`src/rtl/piano_pkg.sv`:
```
// Shared constants and types for the piano tone path.
// Note delays assume a 50 MHz system clock.
package piano_pkg;

  localparam int DELAY_W    = 19;
  localparam int SAMPLE_W   = 24;
  localparam int MUTE_DELAY = 1;

  // Half-period lengths, C4..C5 major scale
  localparam int NOTE_CNT = 8;
  localparam int NOTE_C4  = 95556;
  localparam int NOTE_D4  = 85131;
  localparam int NOTE_E4  = 75843;
  localparam int NOTE_F4  = 71586;
  localparam int NOTE_G4  = 63776;
  localparam int NOTE_A4  = 56818;
  localparam int NOTE_B4  = 50619;
  localparam int NOTE_C5  = 47778;

  typedef enum logic {
    MUTE = 1'b0,
    PLAY = 1'b1
  } tone_state_t;

  // Note index to half-period; out of range mutes
  function automatic logic [DELAY_W-1:0]
    note_delay(input logic [2:0] idx);
    logic [DELAY_W-1:0] d;
    d = DELAY_W'(MUTE_DELAY);
    unique case (idx)
      3'd0: d = DELAY_W'(NOTE_C4);
      3'd1: d = DELAY_W'(NOTE_D4);
      3'd2: d = DELAY_W'(NOTE_E4);
      3'd3: d = DELAY_W'(NOTE_F4);
      3'd4: d = DELAY_W'(NOTE_G4);
      3'd5: d = DELAY_W'(NOTE_A4);
      3'd6: d = DELAY_W'(NOTE_B4);
      3'd7: d = DELAY_W'(NOTE_C5);
      default: d = DELAY_W'(MUTE_DELAY);
    endcase
    return d;
  endfunction

endpackage

```
`src/rtl/sample_hold_reg.sv`:
```
// Valid/ready output holding register for PCM samples.
// Reloads on every transfer; holds while stalled.
module sample_hold_reg #(
  parameter int SAMPLE_W = 24
) (
  input  logic                       clk,
  input  logic                       reset,
  input  logic signed [SAMPLE_W-1:0] level,
  input  logic                       sample_ready,
  output logic                       sample_valid,
  output logic signed [SAMPLE_W-1:0] sample_data
);

  logic load;

  assign load = !sample_valid || sample_ready;

  // Load current level when empty or on transfer
  always_ff @(posedge clk) begin
    if (reset) begin
      sample_valid <= 1'b0;
      sample_data  <= '0;
    end else if (load) begin
      sample_valid <= 1'b1;
      sample_data  <= level;
    end
  end

endmodule

```
`src/rtl/tone_gen.sv`:
```
// Square-wave tone generator driven by a half-period delay.
// Pitch changes land on half-period boundaries only.
module tone_gen #(
  parameter int DELAY_W  = 19,
  parameter int SAMPLE_W = 24,
  parameter logic signed [SAMPLE_W-1:0]
    AMPLITUDE = 24'sd4000000
) (
  input  logic                       clk,
  input  logic                       reset,
  input  logic [DELAY_W-1:0]         delay,
  input  logic                       sample_ready,
  output logic                       sample_valid,
  output logic signed [SAMPLE_W-1:0] sample_data,
  output logic                       tone_active,
  output logic                       square_out
);

  import piano_pkg::*;

  localparam logic [DELAY_W-1:0] MUTE_D =
    DELAY_W'(MUTE_DELAY);
  localparam logic [DELAY_W-1:0] ONE =
    DELAY_W'(1);

  tone_state_t        state, state_nx;
  logic [DELAY_W-1:0] cnt, cnt_nx;
  logic [DELAY_W-1:0] act_dly, act_dly_nx;
  logic               phase, phase_nx;
  logic               mute_in;
  logic               muted;
  logic               boundary;
  logic signed [SAMPLE_W-1:0] level;

  assign mute_in  = delay <= MUTE_D;
  assign muted    = act_dly <= MUTE_D;
  assign boundary = cnt == act_dly - ONE;

  // Tone state and counters
  always_ff @(posedge clk) begin
    if (reset) begin
      state   <= MUTE;
      cnt     <= '0;
      phase   <= 1'b0;
      act_dly <= MUTE_D;
    end else begin
      state   <= state_nx;
      cnt     <= cnt_nx;
      phase   <= phase_nx;
      act_dly <= act_dly_nx;
    end
  end

  // Next state; a mute input beats a boundary
  always_comb begin
    state_nx   = state;
    cnt_nx     = cnt;
    phase_nx   = phase;
    act_dly_nx = act_dly;
    unique case (state)
      MUTE: begin
        cnt_nx     = '0;
        phase_nx   = 1'b0;
        act_dly_nx = MUTE_D;
        if (!mute_in) begin
          state_nx   = PLAY;
          act_dly_nx = delay;
        end
      end
      PLAY: begin
        if (mute_in) begin
          state_nx   = MUTE;
          cnt_nx     = '0;
          phase_nx   = 1'b0;
          act_dly_nx = MUTE_D;
        end else if (boundary) begin
          cnt_nx     = '0;
          phase_nx   = ~phase;
          act_dly_nx = delay;
        end else begin
          cnt_nx = cnt + ONE;
        end
      end
      default: state_nx = MUTE;
    endcase
  end

  // Signed level of the square wave
  always_comb begin
    level = '0;
    if (!muted)
      level = phase ? AMPLITUDE : -AMPLITUDE;
  end

  assign tone_active = state == PLAY;
  assign square_out  = phase;

  sample_hold_reg #(
    .SAMPLE_W(SAMPLE_W)
  ) u_hold (
    .clk         (clk),
    .reset       (reset),
    .level       (level),
    .sample_ready(sample_ready),
    .sample_valid(sample_valid),
    .sample_data (sample_data)
  );

endmodule

```
`config.mk`:
```
export PLATFORM = sky130hd
export DESIGN_NAME = tone_gen
export DESIGN_NICKNAME = d
export VERILOG_FILES = /design/src/rtl/piano_pkg.sv /design/src/rtl/sample_hold_reg.sv /design/src/rtl/tone_gen.sv
export SDC_FILE = /design/constraint.sdc
export NUM_CORES = 1
export LEC_CHECK = 0
export ABC_AREA = 0
export BUFFER_PORTS_ARGS = -buffer_cell sky130_fd_sc_hd__buf_2
export CAP_MARGIN = 30
export CORE_ASPECT_RATIO = 0.5
export CORE_MARGIN = 2
export CORE_UTILIZATION = 50
export CTS_CLUSTER_SIZE = 40
export DETAILED_ROUTE_END_ITERATION = 6
export GPL_TIMING_DRIVEN = 0
export PLACE_DENSITY = 0.73
export SLEW_MARGIN = 40
export SYNTH_ARGS = -nofsm -noshare
export SYNTH_HDL_FRONTEND = slang
export SYNTH_SLANG_ARGS = --single-unit
```
`constraint.sdc`:
```
create_clock -name clk -period 2.7 [get_ports clk]
set_input_delay 0.27 -clock clk [delete_from_list [all_inputs] [get_ports clk]]
set_output_delay 0.27 -clock clk [all_outputs]
set_load 0.005 [all_outputs]
```
==> results.json, run 1 <==
{
  "outcome": "completed",
  "fin_util_pct": 63.0,
  "firstDrtPassIters": 4,
  "ys_async_sr_fraction_pct": 0,
  "grt_pass1_wl_mm": 9.40,
  "final_cells": 442,
  "slowest_delay_ns": 0.47,
  "min_period_ns": 2.58,
  "clock_latency_ns": 0.32,
  "dp_slack_ns": -0.0689,
  "crit_fanout": 9,
  "critPathBufInv": 2,
  "cts.path.max_buffers": 2,
  "crit_path_start": "act_dly[9]",
  "drive_gt1_share_pct": 26.9,
  "vias": 2306,
  "cts_made_buffers": 5,
  "cp.arrival_ns": 2.81,
  "ys_ff_latch": 44,
  "chipWidth_um": 106,
  "ctsRootBufferMaster": "clkbuf_8",
  "vias_per_cell": 5.22,
  "cp-end-kind": "register",
  "ys_seq_area_share_pct": 34.2,
  "powerDensity_mw_per_mm2": 484,
  "rrSetupSlack_ns": 0.12,
  "yosysWarnings": 0,
  "layout_setup_ws_ns": 0.125,
  "min_path_type": "input port to register",
  "antenna_cells": 0,
  "worst-r2r-cell-count": 10,
  "grt_pass1_vias": 2040,
  "wire_per_inst_um": 13.3,
  "boundaryPins": 49,
  "dieArea_mm2": 0.00578,
  "worstReg2RegStart": "act_dly[9]",
  "synth_ff_type": "dfxtp_1",
  "synth-edff-count": 0,
  "place_congestion": 0.900,
  "place_hpwl_mm": 4.40,
  "area_growth_pct": 21.1,
  "finalCritPeriodShare_pct": 95.4,
  "cp.depth": 10,
  "crit_top_cell": "nor4_4",
  "io_buffers": 40,
  "p_leak_nw": 1.29,
  "hold_viol": 0,
  "worstPathCellList": "nor4_4 -> buf_4 -> nand2_1 -> or3_1 -> o2111ai_2 -> nor4_4 -> a21bo_1 -> buf_6 -> a21oi_4 -> mux2i_1",
  "grt_usage_pct": 21.0,
  "ys_types": 53,
  "start_util_pct": 52.0,
  "fin_total_pwr_mw": 1.51,
  "drc": 0,
  "cap_violations": 0,
  "postSynthAreaPerCell_um2": 8.29,
  "num_rows": 18,
  "drt_wl_total_mm": 5.88,
  "crit_family": "simple AND/OR/NAND/NOR gates",
  "antenna_found_initial": 0,
  "synthesis.area_mm2": 0.00258,
  "reg2reg_to": "act_dly[2]",
  "htree_levels": 2,
  "cp-endpoint": "act_dly[2]",
  "fmax_mhz": 388,
  "path_clk_slew_ns": 0.09,
  "cp_slowest_cell": "nor4_4",
  "core_mm2": 0.00495,
  "clock_skew_ns": 0.0132,
  "final_nets": 396,
  "critPathRequiredTime_ns": 2.94,
  "max-slew-margin-rel_pct": 54.8,
  "cp-start-kind": "register",
  "dieHeight_um": 54.8,
  "numClockSinks": 44,
  "setup-violations-final": 0,
  "dp.cells": 428,
  "syn_inst": 311,
  "drv_slew": 0,
  "worstSetupPathType": "register to register",
  "route.antenna.remaining_nets": 0,
  "gr-total-overflow": 0,
  "ir_drop_v": 0.000261,
  "max_slew.worst_pin.slew_ns": 0.671,
  "cts_tree": "yes",
  "drt_iter0_drc": 164,
  "grt_max_degree": 15
}
## placed cells by master (no fill, tap or decap), types with 7 or more instances in the layout
master,synthesis,routed
nor2_1,42,42
inv_1,8,7
conb_1,1,8
xnor2_1,25,25
buf_4,24,31
xor2_1,17,17
o21ai_0,13,13
nand4_1,7,7
dfxtp_1,44,43
nand3_1,18,18
nand2_1,36,36
buf_2,1,41
## logic make-up (layout without fill, tap and decap cells)
| group | count (synthesis) | count (layout) | synth area share, % |
|---|---|---|---|
| buffers and inverters | 40 | 94 | 9.70 |
| AND/OR/NAND/NOR | 134 | 134 | 26.8 |
| other | 1 | 8 | 0.145 |
| AO/OA/AOI/OAI | 41 | 41 | 11.1 |
| adder cells (fa/ha/maj) | 3 | 3 | 1.46 |
| flip-flops | 44 | 44 | 34.2 |
| XOR/XNOR | 42 | 42 | 14.3 |
| multiplexers | 6 | 6 | 2.33 |
## synth_stat cells, types with 2 or more instances
cell       n  area, um2
a211oi_1   2       15.0
a21oi_1    6       30.0
a22oi_1    2       15.0
a31o_1     4       35.0
and3_1     6       37.5
buf_4     24        180
clkbuf_1   4       15.0
dfxtp_1   44        881
ha_1       3       37.5
inv_1      8       30.0
mux2i_1    6       60.1
nand2_1   36        135
nand3_1   18       90.1
nand4_1    7       43.8
nor2_1    42        158
nor3_1     4       20.0
nor4_1     7       43.8
o21ai_0   13       65.1
xnor2_1   25        219
xor2_1    17        149
## how the worst min path moves through the flow
stage,end,slack (ns),cells past startpoint,startpoint
2_1_floorplan,u_hold.sample_data[8],0.34,1,reset
3_3_place_gp,u_hold.sample_data[8],0.44,2,u_hold.sample_data[8]
3_5_place_dp,u_hold.sample_data[8],0.47,2,u_hold.sample_data[8]
4_1_cts,u_hold.sample_data[21],0.16,2,reset
5_1_grt,u_hold.sample_data[21],0.15,2,reset
6_report,u_hold.sample_data[22],0.16,2,reset
## metrics by stage
stage,hold slack [ns],cell area [um2],TNS [ns]
floorplan,0.339,2610,0
global placement,0.441,2890,0
detailed placement,0.470,2890,-0.673
CTS,0.158,3030,0
global route,0.153,3120,-0.0112
finish,0.156,3120,0
## routing by layer
metal  track usage, %  up-vias  part of all wire [%]
li1                 -     1154                     -
met1             27.2     1072                    49
met2             35.4       70                    43
met3             4.76       10                   6.6
met4             7.46        0                   1.4
met5                0        -                     0
## cell type report
| cell class | instances | area (um2) |
|---|---|---|
| plain buffers | 30 | 213 |
| clock inverters | 3 | 42.5 |
| inverters | 9 | 33.8 |
| multi-input cells | 234 | 1540 |
| well taps | 70 | 87.6 |
| flip-flops and latches | 44 | 882 |
| clock buffers | 5 | 68.8 |
| repair buffers | 47 | 253 |
| fillers | 436 | 1830 |
## registers in the layout, indices dropped and copies added (netlist names)
| register | count |
|---|---|
| square_out | 1 |
| act_dly | 19 |
| cnt | 19 |
| tone_active | 1 |
| u_hold.sample_data | 3 |
| u_hold.sample_valid | 1 |
## where the power goes
group          internal [mW]  switching [mW]
Combinational          0.139           0.141
Clock                  0.274           0.242
Sequential             0.673          0.0420
Total                   1.09           0.426
## what timing repair did
| item | in CTS | in global routing |
|---|---|---|
| endpoints found under the setup margin | 29 | 30 |
| hold buffers | 0 | 0 |
| buffers inserted | 2 | 5 |
| resized for setup | 1 | 11 |
| pin swaps | 1 | 6 |
| hold endpoints to repair | 0 | 0 |
No activity file was read; power rests on OpenSTA's default activity.
==> run 2, diff against run 1 <==
--- a/config.mk
+++ b/config.mk
@@ -5,7 +5,7 @@
 export SDC_FILE = /design/constraint.sdc
 export NUM_CORES = 1
 export LEC_CHECK = 0
-export ABC_AREA = 0
+export ABC_AREA = 1
 export BUFFER_PORTS_ARGS = -buffer_cell sky130_fd_sc_hd__buf_2
 export CAP_MARGIN = 30
 export CORE_ASPECT_RATIO = 0.5
@@ -14,7 +14,7 @@
 export CTS_CLUSTER_SIZE = 40
 export DETAILED_ROUTE_END_ITERATION = 6
 export GPL_TIMING_DRIVEN = 0
-export PLACE_DENSITY = 0.73
+export PLACE_DENSITY = 0.72
 export SLEW_MARGIN = 40
 export SYNTH_ARGS = -nofsm -noshare
 export SYNTH_HDL_FRONTEND = slang
==> run 2 against run 1 <==
Clock power rose by 43%; flip-flop and latch count stayed put; count of clock-buffer cells in the layout increased by 2; synthesized cell count rose by 52%; cell count increased by 36%; utilization is 1.0 points lower.
==> results.json, run 2 <==
{
  "min_period_ns": 2.37,
  "clock_latency_ns": 0.29,
  "antenna_found_initial": 0,
  "cts_tree": "yes",
  "route.antenna.remaining_nets": 0,
  "dieHeight_um": 58.7,
  "fin_util_pct": 62.0,
  "synth.most_common_cell": "nand2_1",
  "grt_usage_pct": 21.4,
  "largestRegisters": "act_dly x19, cnt x19, u_hold.sample_data x3",
  "cp-start-kind": "register",
  "gr-total-overflow": 0,
  "cts.path.max_buffers": 2,
  "cap_violations": 0,
  "yosysTopAreaCellShare_pct": 29.4,
  "finalCritPeriodShare_pct": 87.9,
  "final_nets": 553,
  "ctsRootBufferMaster": "clkbuf_16",
  "register_area_um2": 881,
  "synth.area.top_cells": "dfxtp_1 29%, nand2_1 19%, inv_1 9.3%",
  "ys_async_sr_fraction_pct": 0,
  "wire_per_inst_um": 11.0,
  "synth_ff_type": "dfxtp_1",
  "place_congestion": 0.868,
  "place_hpwl_mm": 5.25,
  "yosys.area.top_type": "dfxtp_1",
  "chipWidth_um": 113,
  "powerDensity_mw_per_mm2": 508,
  "setup_tns_ns": 0,
  "top_usage_layer": "met1",
  "ys_types": 32,
  "place_area_mm2": 0.00331,
  "ys_seq_area_share_pct": 29.4,
  "ys_ff_latch": 44,
  "setup-violations-final": 0,
  "firstDrtPassIters": 5,
  "grt_pass1_wl_mm": 11.0,
  "start_util_pct": 53.1,
  "fmax_mhz": 421,
  "critPathRequiredTime_ns": 2.88,
  "num_rows": 19,
  "cts_resized": 0,
  "final_common_cell": "nand2_1",
  "rsz0062_at_grt": "false",
  "p_leak_nw": 1.89,
  "postCtsSetupBuffers": 0,
  "worstPathCellList": "inv_1 -> ha_1 -> inv_1 -> nand2_1 -> nand2_1 -> nor2_1 -> nand3_1 -> nor2_1 -> nand2_1 -> nor2_2 -> nand3_1 -> o21bai_2 -> buf_6 -> buf_6 -> nor2_1",
  "grt_use_met3_pct": 4.84,
  "yosysWarnings": 0,
  "postCtsHoldBufs": 0,
  "ir_drop_v": 0.000256,
  "io_buffers": 40,
  "antenna_cells": 0,
  "vias_per_cell": 4.55,
  "use_met1_pct": 32.2,
  "hold_viol": 0,
  "clock_skew_ns": 0.00523,
  "outcome": "completed",
  "mostFrequentLayoutCells": "148 x nand2_1, 74 x inv_1, 51 x nor2_1, 44 x dfxtp_1, 41 x buf_2",
  "synth-edff-count": 0,
  "htree_levels": 2,
  "grt_pass1_vias": 2334,
  "numClockSinks": 44,
  "crit_fanout": 10,
  "worstSetupPathType": "register to register",
  "boundaryPins": 49,
  "drt_wl_total_mm": 6.63,
  "drive_gt1_share_pct": 18.5,
  "timing.hold.ws_ns": 0.179,
  "cp-end-kind": "register",
  "cp.arrival_ns": 2.55,
  "path_clk_slew_ns": 0.06,
  "synthesis.area_mm2": 0.00299,
  "slowest_delay_ns": 0.44,
  "vias": 2741,
  "postSynthAreaPerCell_um2": 6.31,
  "fillers": 538,
  "drt_iter0_drc": 111,
  "synth_top_cells_by_count": "148 x nand2_1, 74 x inv_1, 51 x nor2_1, 44 x dfxtp_1, 40 x nand3_1",
  "syn_inst": 474,
  "grt_max_degree": 14,
  "area_growth_pct": 16.7,
  "multiInputGateArea_mm2": 0.00164,
  "drc": 0,
  "min_path_type": "input port to register",
  "drv_slew": 0,
  "design_area_mm2": 0.00349,
  "dieArea_mm2": 0.00666,
  "core_mm2": 0.00563,
  "cts_made_buffers": 5,
  "grtUsageMet2_pct": 30.4,
  "cp_slowest_cell": "dfxtp_1"
}
-- run 2: layer usage --
layer  vias up  share of wire [%]
met5         -                  0
met4         0                1.1
met3         6                6.8
met2        82                 37
met1      1133                 55
li1       1520                  -
-- run 2: per-stage QoR --
step	setup WS, ns	power (mW)	instances
global placement	0.429	1.04	594
floorplan	0.747	0.965	481
detailed placement	0.376	1.05	594
global route	0.0997	1.86	602
CTS	0.363	1.78	602
finish	0.327	1.78	602
-- run 2: worst paths after layout --
kind / cells after the start / start / slack, ns / to
hold / removal: 2 / reset / 0.18 / u_hold.sample_data[22]
hold reg to reg: 2 / u_hold.sample_data[8] / 0.46 / u_hold.sample_data[8]
setup reg to reg: 15 / act_dly[0] / 0.33 / cnt[3]
setup / recovery: 15 / act_dly[0] / 0.33 / cnt[3]
-- run 2: cell type report --
cell class / count / share of cell area, %
Buffer: 30 / 6.31
Clock buffer: 7 / 4.37
Clock inverter: 1 / 0.860
Inverter: 75 / 8.06
Multi-Input combinational cell: 332 / 46.8
Sequential cell: 44 / 25.2
Tap cell: 73 / 2.62
Timing Repair Buffer: 40 / 5.73
-- run 2: critical path: cells and delay by family (launching register included) --
kind	cells	cell delay, ns
AND/OR/NAND/NOR	9	0.74
buffers and inverters	4	0.54
flip-flops	1	0.44
adder cells (fa/ha/maj)	1	0.34
AO/OA/AOI/OAI	1	0.20
-- run 2: cells by family after synthesis --
logic type | count (synthesis) | synth area share, %
simple gates | 282 | 41.9
buf+inv | 105 | 16.8
other cells | 1 | 0.125
fa+ha+maj | 3 | 1.25
xor+xnor | 28 | 8.20
compound gates | 11 | 2.26
flops | 44 | 29.4
-- run 2: power breakdown --
part	internal [mW]	leakage (nW)	switching (mW)	total, mW
clock network	0.487	0.0901	0.249	0.736
registers	0.680	0.362	0.0387	0.719
logic	0.132	1.44	0.188	0.320
==> run 3, diff against run 2 <==
--- a/config.mk
+++ b/config.mk
@@ -6,11 +6,13 @@
 export NUM_CORES = 1
 export LEC_CHECK = 0
 export ABC_AREA = 1
+export ABC_CLOCK_PERIOD_IN_PS = 2700
 export BUFFER_PORTS_ARGS = -buffer_cell sky130_fd_sc_hd__buf_2
 export CAP_MARGIN = 30
 export CORE_ASPECT_RATIO = 0.5
 export CORE_MARGIN = 2
 export CORE_UTILIZATION = 50
+export CTS_BUF_LIST = sky130_fd_sc_hd__clkbuf_16
 export CTS_CLUSTER_SIZE = 40
 export DETAILED_ROUTE_END_ITERATION = 6
 export GPL_TIMING_DRIVEN = 0
==> run 3 against run 2 <==
Cell area shrank 0.57%; non-clock buffer count is the same; count of clock-buffer cells in the layout shrank 2; via count shrank 0.58%; register-to-register slack gained 0.02 ns; largest cell class unchanged.
==> results.json, run 3 (synthesis results as in run 2) <==
{
  "outcome": "completed",
  "route.antenna.remaining_nets": 0,
  "min_period_ns": 2.36,
  "fin_util_pct": 61.6,
  "mostFrequentLayoutCells": "148 x nand2_1, 74 x inv_1, 51 x nor2_1, 44 x dfxtp_1, 41 x buf_2",
  "vias": 2725,
  "worstSetupPathType": "register to register",
  "numClockSinks": 44,
  "final_cells": 602,
  "dp.cells": 594,
  "cp-end-kind": "register",
  "crit_fanout": 10,
  "cp_slowest_cell": "dfxtp_1",
  "cts.path.max_buffers": 2,
  "rsz0062_at_grt": "false",
  "largestRegisters": "act_dly x19, cnt x19, u_hold.sample_data x3",
  "postCtsSetupBuffers": 0,
  "gr-total-overflow": 0,
  "powerDensity_mw_per_mm2": 494,
  "design_area_mm2": 0.00347,
  "critPathRequiredTime_ns": 2.87,
  "crit_family": "simple AND/OR/NAND/NOR gates",
  "hold_viol": 0,
  "grt_usage_pct": 21.3,
  "final_nets": 553,
  "chipWidth_um": 113,
  "dieHeight_um": 58.7,
  "antenna_cells": 0,
  "drc": 0,
  "vias_per_cell": 4.53,
  "fillers": 543,
  "cp.arrival_ns": 2.53,
  "finalCritPeriodShare_pct": 87.3,
  "fmax_mhz": 424,
  "boundaryPins": 49,
  "grt_pass1_wl_mm": 11.0,
  "drt_wl_total_mm": 6.54,
  "path_clk_slew_ns": 0.06,
  "worstPathCellList": "inv_1 -> ha_1 -> inv_1 -> nand2_1 -> nand2_1 -> nor2_1 -> nand3_1 -> nor2_1 -> nand2_1 -> nor2_2 -> nand3_1 -> o21bai_2 -> buf_6 -> buf_6 -> nor2_1",
  "drt_iter0_drc": 175,
  "clock_latency_ns": 0.29,
  "ctsRootBufferMaster": "clkbuf_16",
  "p_leak_nw": 1.88,
  "antenna_found_initial": 0,
  "min_path_type": "input port to register",
  "critPathBufInv": 4,
  "cap_violations": 0,
  "setup-violations-final": 0,
  "setup_tns_ns": 0,
  "cts_tree": "yes",
  "place_hpwl_mm": 5.25,
  "cts_made_buffers": 5,
  "cts_resized": 0,
  "ir_drop_v": 0.000256,
  "place_congestion": 0.868,
  "cp-start-kind": "register",
  "area_growth_pct": 16.1,
  "drive_gt1_share_pct": 18.1,
  "firstDrtPassIters": 4,
  "place_area_mm2": 0.00331,
  "core_mm2": 0.00563,
  "wire_per_inst_um": 10.9,
  "clock_skew_ns": 0.00580,
  "num_rows": 19,
  "htree_levels": 2,
  "grt_pass1_vias": 2326,
  "slowest_delay_ns": 0.43,
  "grt_max_degree": 14,
  "postCtsHoldBufs": 0,
  "dieArea_mm2": 0.00666,
  "drv_slew": 0,
  "final_common_cell": "nand2_1",
  "io_buffers": 40,
  "start_util_pct": 53.1
}
run 3: cell types whose count changed in the layout (fill, tap and decap cells not counted):
| cell | before | now |
|---|---|---|
| clkbuf_8 | 2 | 0 |
| clkinv_1 | 1 | 3 |
run 3: worst paths after layout:
path / from / endpoint / slack [ns] / cells after the start
max: act_dly[0] / cnt[0] / 0.34 / 15
min: reset / u_hold.sample_data[22] / 0.18 / 2
max reg2reg: act_dly[0] / cnt[0] / 0.34 / 15
min reg2reg: u_hold.sample_data[8] / u_hold.sample_data[8] / 0.46 / 2
run 3: power by group:
| group | switching (mW) | internal [mW] |
|---|---|---|
| logic | 0.189 | 0.132 |
| registers | 0.0383 | 0.680 |
| clock network | 0.245 | 0.430 |
| total | 0.472 | 1.24 |
run 3: worst register-to-register path, delay by kind of cell, from the launching register on:
| family | cells | cell delay [ns] |
|---|---|---|
| adders and majority gates | 1 | 0.34 |
| AOI/OAI and AO/OA | 1 | 0.19 |
| buffers and inverters | 4 | 0.54 |
| and+or+nand+nor | 9 | 0.74 |
| DFF | 1 | 0.43 |
run 3: through the flow:
step	hold slack (ns)	setup WS, ns	total power [mW]
global route	0.187	0.0998	1.81
floorplan	0.339	0.747	0.965
detailed placement	0.457	0.376	1.05
global placement	0.447	0.429	1.04
finish	0.181	0.344	1.71
CTS	0.178	0.363	1.72
run 3: final cells by class:
cell class,count,area (um2),share of cell area [%]
buffer,30,220,6.34
clock buffer,5,125,3.60
clock inverter,3,37.5,1.08
tap,73,91.3,2.63
timing repair buffer,40,200,5.77
sequential,44,881,25.4
inverter,75,282,8.11
multi-input combinational,332,1640,47.1
run 3: routing by layer:
metal  track usage [%]  routed length (um)  up-vias
met4              6.79                  76        0
li1                  -                   -     1517
met2              29.9                2400       81
met3              4.84                 425        6
met5                 0                   0        -
met1              32.3                3640     1121
